`config.mk`:
```
export PLATFORM = sky130hd
export DESIGN_NAME = display_scan_ctrl
export DESIGN_NICKNAME = d
export VERILOG_FILES = /design/src/rtl/display_pkg.sv /design/src/rtl/display_scan_ctrl_bcdtosseg.sv /design/src/rtl/display_scan_ctrl.sv
export SDC_FILE = /design/constraint.sdc
export NUM_CORES = 1
export LEC_CHECK = 0
export BUFFER_PORTS_ARGS = -buffer_cell sky130_fd_sc_hd__buf_4
export CAP_MARGIN = 0
export CORE_ASPECT_RATIO = 1.5
export CORE_MARGIN = 1
export CORE_UTILIZATION = 53
export CTS_BUF_LIST = sky130_fd_sc_hd__clkbuf_4 sky130_fd_sc_hd__clkbuf_8 sky130_fd_sc_hd__clkbuf_16
export CTS_CLUSTER_SIZE = 24
export DETAILED_ROUTE_END_ITERATION = 16
export PLACE_DENSITY = 0.78
export SLEW_MARGIN = 20
export SYNTH_ARGS = -nofsm -noshare
export SYNTH_HDL_FRONTEND = slang
export SYNTH_HIERARCHICAL = 1
export SYNTH_SLANG_ARGS = --single-unit
```
`constraint.sdc`:
```
create_clock -name clk -period 3.3 [get_ports clk]
set_input_delay 0.165 -clock clk [delete_from_list [all_inputs] [get_ports clk]]
set_output_delay 0.165 -clock clk [all_outputs]
set_load 0.01 [all_outputs]
```
`src/rtl/display_pkg.sv`:
```
// Shared definitions for the seven-segment scan controller.
//   scan_state_t : scan FSM states (SHOW, BLANK)
//   SEG_BLANK    : active-low segment pattern with every segment off
//   clog2        : ceiling log2 for sizing counters from parameters
package display_pkg;

  typedef enum logic {
    SHOW  = 1'b0,
    BLANK = 1'b1
  } scan_state_t;

  localparam logic [6:0] SEG_BLANK = 7'h7F;

  function automatic int unsigned clog2(input int unsigned v);
    int unsigned r;
    r = 0;
    while ((32'd1 << r) < v) r = r + 1;
    return r;
  endfunction

endpackage

```
`src/rtl/display_scan_ctrl_bcdtosseg.sv`:
```
// Hex nibble to seven-segment decoder (common anode, active-low segments).
//   bcd : 4-bit digit value 0-F
//   seg : segments, bit 6 = a ... bit 0 = g; hex A-F shown as A b C d E F
module BCDtoSSeg (
  input  logic [3:0] bcd,
  output logic [6:0] seg
);

  always_comb begin
    seg = 7'b1111111;
    case (bcd)
      4'h0: seg = 7'b0000001;
      4'h1: seg = 7'b1001111;
      4'h2: seg = 7'b0010010;
      4'h3: seg = 7'b0000110;
      4'h4: seg = 7'b1001100;
      4'h5: seg = 7'b0100100;
      4'h6: seg = 7'b0100000;
      4'h7: seg = 7'b0001111;
      4'h8: seg = 7'b0000000;
      4'h9: seg = 7'b0000100;
      4'hA: seg = 7'b0001000;
      4'hB: seg = 7'b1100000;
      4'hC: seg = 7'b0110001;
      4'hD: seg = 7'b1000010;
      4'hE: seg = 7'b0110000;
      4'hF: seg = 7'b0111000;
      default: seg = 7'b1111111;
    endcase
  end

endmodule

```
`src/rtl/display_scan_ctrl.sv`:
```
// Time-multiplexed scan controller for an N-digit common-anode display.
//   clk, rst    : system clock (rising edge), asynchronous active-low reset
//   data_in     : nibble k drives digit k (digit 0 rightmost)
//   load        : strobe capturing data_in as the pending value
//   lz_en       : leading-zero blanking enable, sampled at each slot start
//   seg, an     : registered active-low segments / anodes
//   frame_tick  : one-cycle pulse after each frame boundary
//   upd_ack     : one-cycle pulse when a new value reaches the display
module display_scan_ctrl
  import display_pkg::*;
#(
  parameter int unsigned N_DIGITS     = 4,
  parameter int unsigned CLK_DIV      = 50000,
  parameter int unsigned BLANK_CYCLES = 8
) (
  input  logic                  clk,
  input  logic                  rst,
  input  logic [4*N_DIGITS-1:0] data_in,
  input  logic                  load,
  input  logic                  lz_en,
  output logic [6:0]            seg,
  output logic [N_DIGITS-1:0]   an,
  output logic                  frame_tick,
  output logic                  upd_ack
);

  localparam int unsigned CNT_MAX = (CLK_DIV > BLANK_CYCLES) ? CLK_DIV : BLANK_CYCLES;
  localparam int unsigned CNT_W   = clog2(CNT_MAX);
  localparam int unsigned IDX_W   = (N_DIGITS > 1) ? clog2(N_DIGITS) : 1;

  localparam logic [CNT_W-1:0] SHOW_LAST  = CNT_W'(CLK_DIV - 1);
  localparam logic [CNT_W-1:0] BLANK_LAST = CNT_W'(BLANK_CYCLES - 1);
  localparam logic [IDX_W-1:0] IDX_LAST   = IDX_W'(N_DIGITS - 1);

  scan_state_t           state, state_n;
  logic [CNT_W-1:0]      cnt, cnt_n;
  logic [IDX_W-1:0]      idx, idx_n;
  logic [4*N_DIGITS-1:0] disp_reg, disp_n;
  logic [4*N_DIGITS-1:0] pend_reg, pend_n;
  logic                  pend_flag, pend_flag_n;
  logic                  boundary, ack_n;
  logic [6:0]            seg_n, dec_seg;
  logic [N_DIGITS-1:0]   an_n, onehot, nz_from;
  logic [3:0]            nib;
  logic                  nz_acc, lz_blank;

  // Scan sequencing and pending/display transfer
  always_comb begin
    state_n     = state;
    cnt_n       = cnt + 1'b1;
    idx_n       = idx;
    boundary    = 1'b0;
    disp_n      = disp_reg;
    pend_n      = pend_reg;
    pend_flag_n = pend_flag;
    ack_n       = 1'b0;

    case (state)
      BLANK: begin
        if (cnt == BLANK_LAST) begin
          state_n  = SHOW;
          cnt_n    = '0;
          boundary = (idx == IDX_LAST);
          idx_n    = boundary ? '0 : idx + 1'b1;
        end
      end
      SHOW: begin
        if (cnt == SHOW_LAST) begin
          state_n = BLANK;
          cnt_n   = '0;
        end
      end
      default: ;
    endcase

    if (load) begin
      pend_n      = data_in;
      pend_flag_n = 1'b1;
    end

    // A load landing on the boundary edge bypasses the pending register
    if (boundary) begin
      if (load) begin
        disp_n      = data_in;
        pend_flag_n = 1'b0;
        ack_n       = 1'b1;
      end else if (pend_flag) begin
        disp_n      = pend_reg;
        pend_flag_n = 1'b0;
        ack_n       = 1'b1;
      end
    end
  end

  // Decode from next-cycle index/value so seg and an register on the
  // same edge that enters SHOW, never showing a stale pair.
  always_comb begin
    nz_acc  = 1'b0;
    nz_from = '0;
    for (int unsigned k = 0; k < N_DIGITS; k++) begin
      nz_acc = nz_acc | (disp_n[4*(N_DIGITS-1-k) +: 4] != 4'h0);
      nz_from[N_DIGITS-1-k] = nz_acc;
    end
    nib      = disp_n[4*idx_n +: 4];
    lz_blank = lz_en && (idx_n != '0) && !nz_from[idx_n];
    onehot   = '0;
    onehot[idx_n] = 1'b1;

    seg_n = seg;
    an_n  = an;
    if (state_n == BLANK) begin
      seg_n = SEG_BLANK;
      an_n  = '1;
    end else if (state == BLANK) begin
      if (lz_blank) begin
        seg_n = SEG_BLANK;
        an_n  = '1;
      end else begin
        seg_n = dec_seg;
        an_n  = ~onehot;
      end
    end
  end

  BCDtoSSeg u_dec (
    .bcd (nib),
    .seg (dec_seg)
  );

  always_ff @(posedge clk or negedge rst) begin
    if (!rst) begin
      state      <= BLANK;
      cnt        <= '0;
      idx        <= IDX_LAST;
      disp_reg   <= '0;
      pend_reg   <= '0;
      pend_flag  <= 1'b0;
      seg        <= SEG_BLANK;
      an         <= '1;
      frame_tick <= 1'b0;
      upd_ack    <= 1'b0;
    end else begin
      state      <= state_n;
      cnt        <= cnt_n;
      idx        <= idx_n;
      disp_reg   <= disp_n;
      pend_reg   <= pend_n;
      pend_flag  <= pend_flag_n;
      seg        <= seg_n;
      an         <= an_n;
      frame_tick <= boundary;
      upd_ack    <= ack_n;
    end
  end

endmodule

```
Word level (Yosys, flattened, before mapping)
Memory sizes are Yosys's and may differ from the RTL's.
Index checks and enable logic that the tools add are counted.
{"block": "totals", "regBits": 65, "rom_bits": 112, "in_bits": 20, "output_inout_bits": 13, "word_cells": 65, "memories": 1}
{"block": "op_classes", "add_sub_neg": 2, "magnitude_cmp": 2, "eq_ne": 3, "shifts": 1, "n_mux": 31, "n_bitwise": 5, "reduce_logical": 10}
{"name": "(no name shown)", "depth": 16, "width": 7, "read_ports": 1, "rd_ports_with_merged_regs": 0, "write_ports": 0, "line_no": "display_scan_ctrl_bcdtosseg.sv:11", "source": "case (bcd)"}
{"op": "two-way mux 16 bit", "count": 5}
{"op": "case mux 16 bit (2 select lines)", "count": 1}
{"op": "two-way mux 7 bit", "count": 3}
{"op": "adder 16 x 1 -> 16 bit (second input constant)", "count": 1}
{"op": "== test 16 bit (second input constant)", "count": 1}
{"op": "== test 16 x 3 -> 1 bit (second input constant)", "count": 1}
{"op": "nonzero test 4 bit", "count": 4}
{"op": "variable part select 16 x 5 -> 4 bit", "count": 1}
{"op": "two-way mux 1 bit", "count": 13}
{"op": "two-way mux 4 bit", "count": 3}
{"op": "two-way mux 2 bit", "count": 3}
{"op": "NOT 4 bit", "count": 1}
{"op": "nonzero test 2 bit", "count": 2}
{"op": "logical AND 1 bit", "count": 3}
{"op": "< comparator 2 x 3 -> 1 bit (second input constant)", "count": 1}
{"op": "OR 1 bit", "count": 3}
{"op": "adder 2 x 1 -> 2 bit (second input constant)", "count": 1}
{"op": "binary-select mux 1 bit (select 2 bit)", "count": 1}
{"op": "demux 1 bit (select 2 bit)", "count": 1}
{"op": "== test 2 bit (second input constant)", "count": 1}
{"op": ">= comparator 2 x 1 -> 1 bit (second input constant)", "count": 1}
{"op": "case mux 1 bit (2 select lines)", "count": 1}
{"op": "zero test 1 bit", "count": 1}
{"op": "NOT 1 bit", "count": 1}

Logic depth before layout (Yosys ltp)
{"block": "depth", "word_depth": 15, "depth_mapped": 17, "ltp_nobuf": 15}

Cells and area by module
Netlist, hierarchy kept.
{"mod": "display_scan_ctrl", "instances": 1, "cells_per_inst": 278, "area_per_inst_um2": 3205.6, "seq_area_each_um2": 1644.1}
{"mod": "BCDtoSSeg", "instances": 1, "cells_per_inst": 35, "area_per_inst_um2": 247.7, "seq_area_each_um2": 0.0}

Worst setup path before layout
OpenSTA, ideal clock, no wires.
{"block": "synth_path", "kind": "flip-flop to flip-flop", "start": "reg state", "end": "reg seg[3]", "setup_time_ns": 0.084, "arrival_ns": 3.271, "required_time_ns": 3.216, "slack_ns": -0.056, "path_stages_with_launch": 16, "n_path_buf": 1, "synth_period_minus_slack_ns": 3.356, "path_cell_list": "dfstp_2 > nor4b_2 > nand4_1 > or2_0 > buf_4 > o211ai_2 > a211oi_1 > a21oi_1 > inv_1 > ha_1 > or2_2 > a21oi_1 > a31oi_1 > or2b_1 > a221oi_1 > nor2_1"}
{"block": "synth_between", "word_cells_on_any_way": 24, "cone_classes": "1 x shift; 9 x mux; 4 x bitwise; 9 x reduce/logical; 1 x memory"}
{"item": "from (decl)", "line_no": "display_scan_ctrl.sv:35", "source": "scan_state_t state, state_n;"}
{"item": "from (signal assigned)", "line_no": "display_scan_ctrl.sv:143", "source": "state <= state_n;"}
{"item": "two-way mux 1 bit", "line_no": "display_scan_ctrl.sv:58", "source": "case (state)"}
{"item": "two-way mux 16 bit", "line_no": "display_scan_ctrl.sv:82", "source": "if (boundary) begin"}
{"item": "via disp_n[9]", "line_no": "display_scan_ctrl.sv:38", "source": "logic [4*N_DIGITS-1:0] disp_reg, disp_n;"}
{"item": "variable part select 16 x 5 -> 4 bit", "line_no": "display_scan_ctrl.sv:104", "source": "nib = disp_n[4*idx_n +: 4];"}
{"item": "via nib[1]", "line_no": "display_scan_ctrl.sv:44", "source": "logic [3:0] nib;"}
{"item": "memory read (16 x 7 bit)"}
{"item": "via dec_seg[3]", "line_no": "display_scan_ctrl.sv:42", "source": "logic [6:0] seg_n, dec_seg;"}
{"item": "two-way mux 7 bit", "line_no": "display_scan_ctrl.sv:115", "source": "if (lz_blank) begin"}
{"item": "two-way mux 7 bit", "line_no": "display_scan_ctrl.sv:114", "source": "end else if (state == BLANK) begin"}
{"item": "two-way mux 7 bit", "line_no": "display_scan_ctrl.sv:111", "source": "if (state_n == BLANK) begin"}
{"item": "to (signal assigned)", "line_no": "display_scan_ctrl.sv:149", "source": "seg <= seg_n;"}
{"item": "to (decl)", "line_no": "display_scan_ctrl.sv:21", "source": "output logic [6:0] seg,"}
The timed path passes the listed nets, and every way through them passes these cells. The select of a mux whose other input is x is not followed.
A chain may end at the register's enable or synchronous reset.

Final worst setup path
{"block": "layout_path", "start": "reg cnt[10]", "end": "reg seg[3]"}
{"block": "layout_between", "word_cells_on_any_way": 29, "cone_classes": "2 x eq/ne; 1 x shift; 13 x mux; 3 x bitwise; 9 x reduce/logical; 1 x memory"}
{"item": "from (decl)", "line_no": "display_scan_ctrl.sv:36", "source": "logic [CNT_W-1:0] cnt, cnt_n;"}
{"item": "from (signal assigned)", "line_no": "display_scan_ctrl.sv:144", "source": "cnt <= cnt_n;"}
{"item": "== test 16 x 3 -> 1 bit", "line_no": "display_scan_ctrl.sv:60", "source": "if (cnt == BLANK_LAST) begin"}
{"item": "two-way mux 1 bit", "line_no": "display_scan_ctrl.sv:60"}
{"item": "two-way mux 1 bit", "line_no": "display_scan_ctrl.sv:58"}
{"item": "two-way mux 16 bit", "line_no": "display_scan_ctrl.sv:82"}
{"item": "via disp_n[13]", "line_no": "display_scan_ctrl.sv:38"}
{"item": "variable part select 16 x 5 -> 4 bit", "line_no": "display_scan_ctrl.sv:104"}
{"item": "via nib[1]", "line_no": "display_scan_ctrl.sv:44"}
{"item": "memory read (16 x 7 bit)"}
{"item": "via dec_seg[3]", "line_no": "display_scan_ctrl.sv:42"}
{"item": "two-way mux 7 bit", "line_no": "display_scan_ctrl.sv:115"}
{"item": "two-way mux 7 bit", "line_no": "display_scan_ctrl.sv:114"}
{"item": "two-way mux 7 bit", "line_no": "display_scan_ctrl.sv:111"}
The timed path passes the listed nets, and every way through them passes these cells. The select of a mux whose other input is x is not followed.

==> load_flow_metrics.sql <==
INSERT INTO impl_metrics (metric_group, metric, value, unit) VALUES
('setup_path', 'cp_slowest_stage_delay', '430', 'ps'),
('clocking', 'cts.sinks', '65', ''),
('logic_synthesis', 'synthesis.nets', '342', ''),
('setup_path', 'end_kind', 'flop', ''),
('timing', 'worst_slack', '94.9', 'ps'),
('setup_path', 'critical-path-slowest-cell', 'dfrtp_1', ''),
('timing', 'rsz0062_at_grt', 'true', ''),
('timing', 'layout_worst_path_cycle_share', '97.1', '%'),
('logic_synthesis', 'asyncSetResetFlopFracSynth', '100', '%'),
('global_route', 'grt_pass1_wl', '12700', 'microns'),
('floorplanning', 'io-pin-count', '33', ''),
('place', 'place_worst_setup_slack', '-172', 'ps'),
('floorplanning', 'die_height', '101', 'microns'),
('timing', 'worst_hold_slack', '58.4', 'ps'),
('global_route', 'grt.busiest_layer', 'met2', ''),
('finish', 'finish.utilization', '71.8', '%'),
('finish', 'layout.cells.most_common_list', 'buf_4 (79), dfrtp_1 (51), nor2_1 (31), nand2_1 (20), mux2_2 (20)', ''),
('setup_path', 'most_frequent_cell_on_the_critical_path', 'buf_4', ''),
('timing', 'worst_slew_pin_slew', '930', 'ps'),
('finish', 'final_common_cell', 'buf_4', ''),
('setup_path', 'kind_of_start_point_of_the_critical_path', 'flop', ''),
('logic_synthesis', 'register_area_share_after_synthesis', '47.6', '%'),
('setup_path', 'crit_fanout', '5', ''),
('clocking', 'cts_tree', 'done', ''),
('logic_synthesis', 'synth-seq-cells', '65', ''),
('detailed_routing', 'routed_wire_length_per_instance', '16.1', 'microns'),
('logic_synthesis', 'synth-edff-count', '0', ''),
('floorplanning', 'floorplan_die_area', '6850', 'sq um'),
('clocking', 'ctsRootBufferMaster', 'clkbuf_8', ''),
('power_and_ir_drop', 'vdd_ir_drop_max', '0.000322', 'V'),
('floorplanning', 'dieWidth', '67.9', 'microns'),
('setup_path', 'worst_ep_required_time', '3580', 'ps'),
('detailed_routing', 'num_vias', '2663', ''),
('timing', 'timing_max_transition_violations_final', '0', ''),
('detailed_routing', 'vias_per_cell', '5.62', ''),
('status', 'status', 'completed', ''),
('power_and_ir_drop', 'power_density_normalized_to_cell_area', '356', 'nW/um^2'),
('setup_path', 'critical_path_class', 'reg2reg', ''),
('global_route', 'grt_start_max_net_pins', '66', ''),
('timing', 'setup_violations', '0', ''),
('logic_synthesis', 'synth_warnings', '6', ''),
('detailed_routing', 'post-route-drc-count', '0', ''),
('clocking', 'clk_transition_reported_paths', '70', 'ps'),
('clocking', 'clockBufferDepth', '2', ''),
('clocking', 'cts_inserted_buffers', '9', ''),
('worst_hold_path', 'min_path_type', 'in2reg', ''),
('global_route', 'met1_routing_resource_usage_after_global_routing', '28.9', '%'),
('place', 'buffer_ports.inserted', '32', ''),
('timing', 'timing_hold_violations_final', '0', ''),
('global_route', 'met2_usage', '42.9', '%'),
('global_route', 'globalRoute.totalOverflow', '0', ''),
('floorplanning', 'initial_core_util', '55.5', '%'),
('flow_run', 'timing.max_cap.violations', '0', ''),
('logic_synthesis', 'synth_cells', '313', ''),
('logic_synthesis', 'yosys_cell_types', '59', ''),
('place', 'gp_congestion', '0.946', ''),
('logic_synthesis', 'synth_top_flop_cell', 'dfrtp_1', ''),
('logic_synthesis', 'syn-mean-instance-area', '11.0', 'sq um'),
('power_and_ir_drop', 'cellLeakagePower', '2.08', 'nW'),
('setup_path', 'crit_buf_inv', '3', ''),
('timing', 'maxClockFrequency', '312', 'MHz'),
('setup_path', 'cp_top_family', 'simple AND/OR/NAND/NOR gates', ''),
('clocking', 'insertion_delay', '350', 'ps'),
('detailed_routing', 'antenna_violating_nets_post_route', '0', ''),
('global_route', 'antenna_violations_before_repair', '0', ''),
('detailed_routing', 'drt_first_pass_iters', '4', ''),
('finish', 'final_layout_size_suffix_gt1_share', '44.0', '%'),
('detailed_routing', 'wl', '7610', 'microns'),
('floorplanning', 'core_region_area', '6220', 'sq um'),
('clocking', 'level_count_of_the_clock_h_tree', '3', ''),
('global_route', 'via_count_of_the_first_global_routing_pass', '2791', '');
[power by group]
part	switching (mW)	total (mW)	leakage (nW)	internal, mW
clock	0.289	0.694	0.110	0.405
sequential	0.00866	0.826	0.778	0.817
combinational	0.0371	0.0712	1.19	0.0341
[worst reg2reg max path, stage by stage (launching register included)]
cell and delay, ps:
dfrtp_1 430, nor4_4 330, and2_4 210, buf_4 120, and4_4 280, nand2_4 80, o221a_4 290, mux2i_1 170
a21oi_2 100, buf_4 140, buf_4 130, ha_1 180, nand2_1 100, a31oi_1 90, or2b_1 260, a221oi_2 170
nor2_1 70
[per-stage QoR]
step	instance area, sq um	cells	TNS [ps]	total power [mW]
3_3_place_gp	4050	452	-503	0.908
5_1_grt	4460	474	-402	1.66
4_1_cts	4340	472	0	1.61
3_5_place_dp	4050	452	-719	0.912
2_1_floorplan	3460	313	0	0.869
6_report	4460	474	0	1.59
[layer usage]
metal  part of all wire [%]  wire, microns  vias up
met4                    3.2            246        0
met2                     52           3930       63
met1                     41           3140     1288
li1                       -              -     1293
met3                    4.0            302       19
met5                      0              0        -
[layout make-up]
class                           count  area [sq um]
Clock buffer                       13           166
Clock inverter                      3          40.0
Inverter                           13          48.8
Timing Repair Buffer               81           614
Multi-Input combinational cell    225          1860
Tap cell                           74          92.6
Sequential cell                    65          1640
Fill cell                         426          1760
[Yosys cell counts (all sizes together), types with 2 or more instances]
library cell   n  area share [%]
a211oi         4            0.87
a21oi          9             1.3
a221oi         7             1.8
a32oi          4             1.0
and2           6             1.1
and3           9             1.6
buf            6             1.6
clkbuf         4            0.43
dfrtp         51              37
dfstp         14              11
ha             9             3.3
inv           13             1.4
mux2          21             6.8
mux2i          6             1.8
nand2         23             2.8
nand2b         2            0.36
nand3         13             1.9
nor2          32             3.5
nor3           4            0.91
nor4           4             1.8
nor4b          4             1.2
o211ai         5             1.9
o21ai         10             1.4
o21bai         3            0.65
o221a          3             1.5
o22ai          9             1.6
or2            2            0.36
or2b           7             1.5
xnor2          5             1.3
xor2           9             2.3
[what timing repair did]
| item | in CTS | in global routing |
|---|---|---|
| cloned | 0 | 0 |
| endpoints found under the setup margin | 6 | 7 |
| resized for setup | 11 | 24 |
| hold buffers | 1 | 0 |
| buffers inserted | 3 | 2 |
| endpoints found under the hold margin | 51 | 0 |
| pin swaps | 1 | 14 |
[cells by family (layout without fill, tap and decap cells)]
logic type,count (synthesis),in the layout,synth area share (%)
fa+ha+maj,9,9,3.26
xor+xnor,14,14,3.55
compound gates,62,62,14.7
mux,27,27,8.70
buf+inv,23,110,3.41
flops,65,65,47.6
simple gates,113,113,18.7
[path summary, 6_finish.rpt]
check                                   from                        to  slack [ps]  cells after the start
max in group asynchronous                rst          cnt[8]$_DFF_PN0_        2340                      2
min in group asynchronous                rst          cnt[4]$_DFF_PN0_         460                      2
hold reg to reg             cnt[0]$_DFF_PN0_          cnt[0]$_DFF_PN0_         450                      1
hold / removal                   data_in[14]  pend_reg[14]$_DFFE_PN0P_          60                      2
setup / recovery           cnt[10]$_DFF_PN0_        seg[3]$_DFFE_PN1P_          90                     16
setup reg to reg           cnt[10]$_DFF_PN0_        seg[3]$_DFFE_PN1P_          90                     16
(Power assumes the default switching activity.)
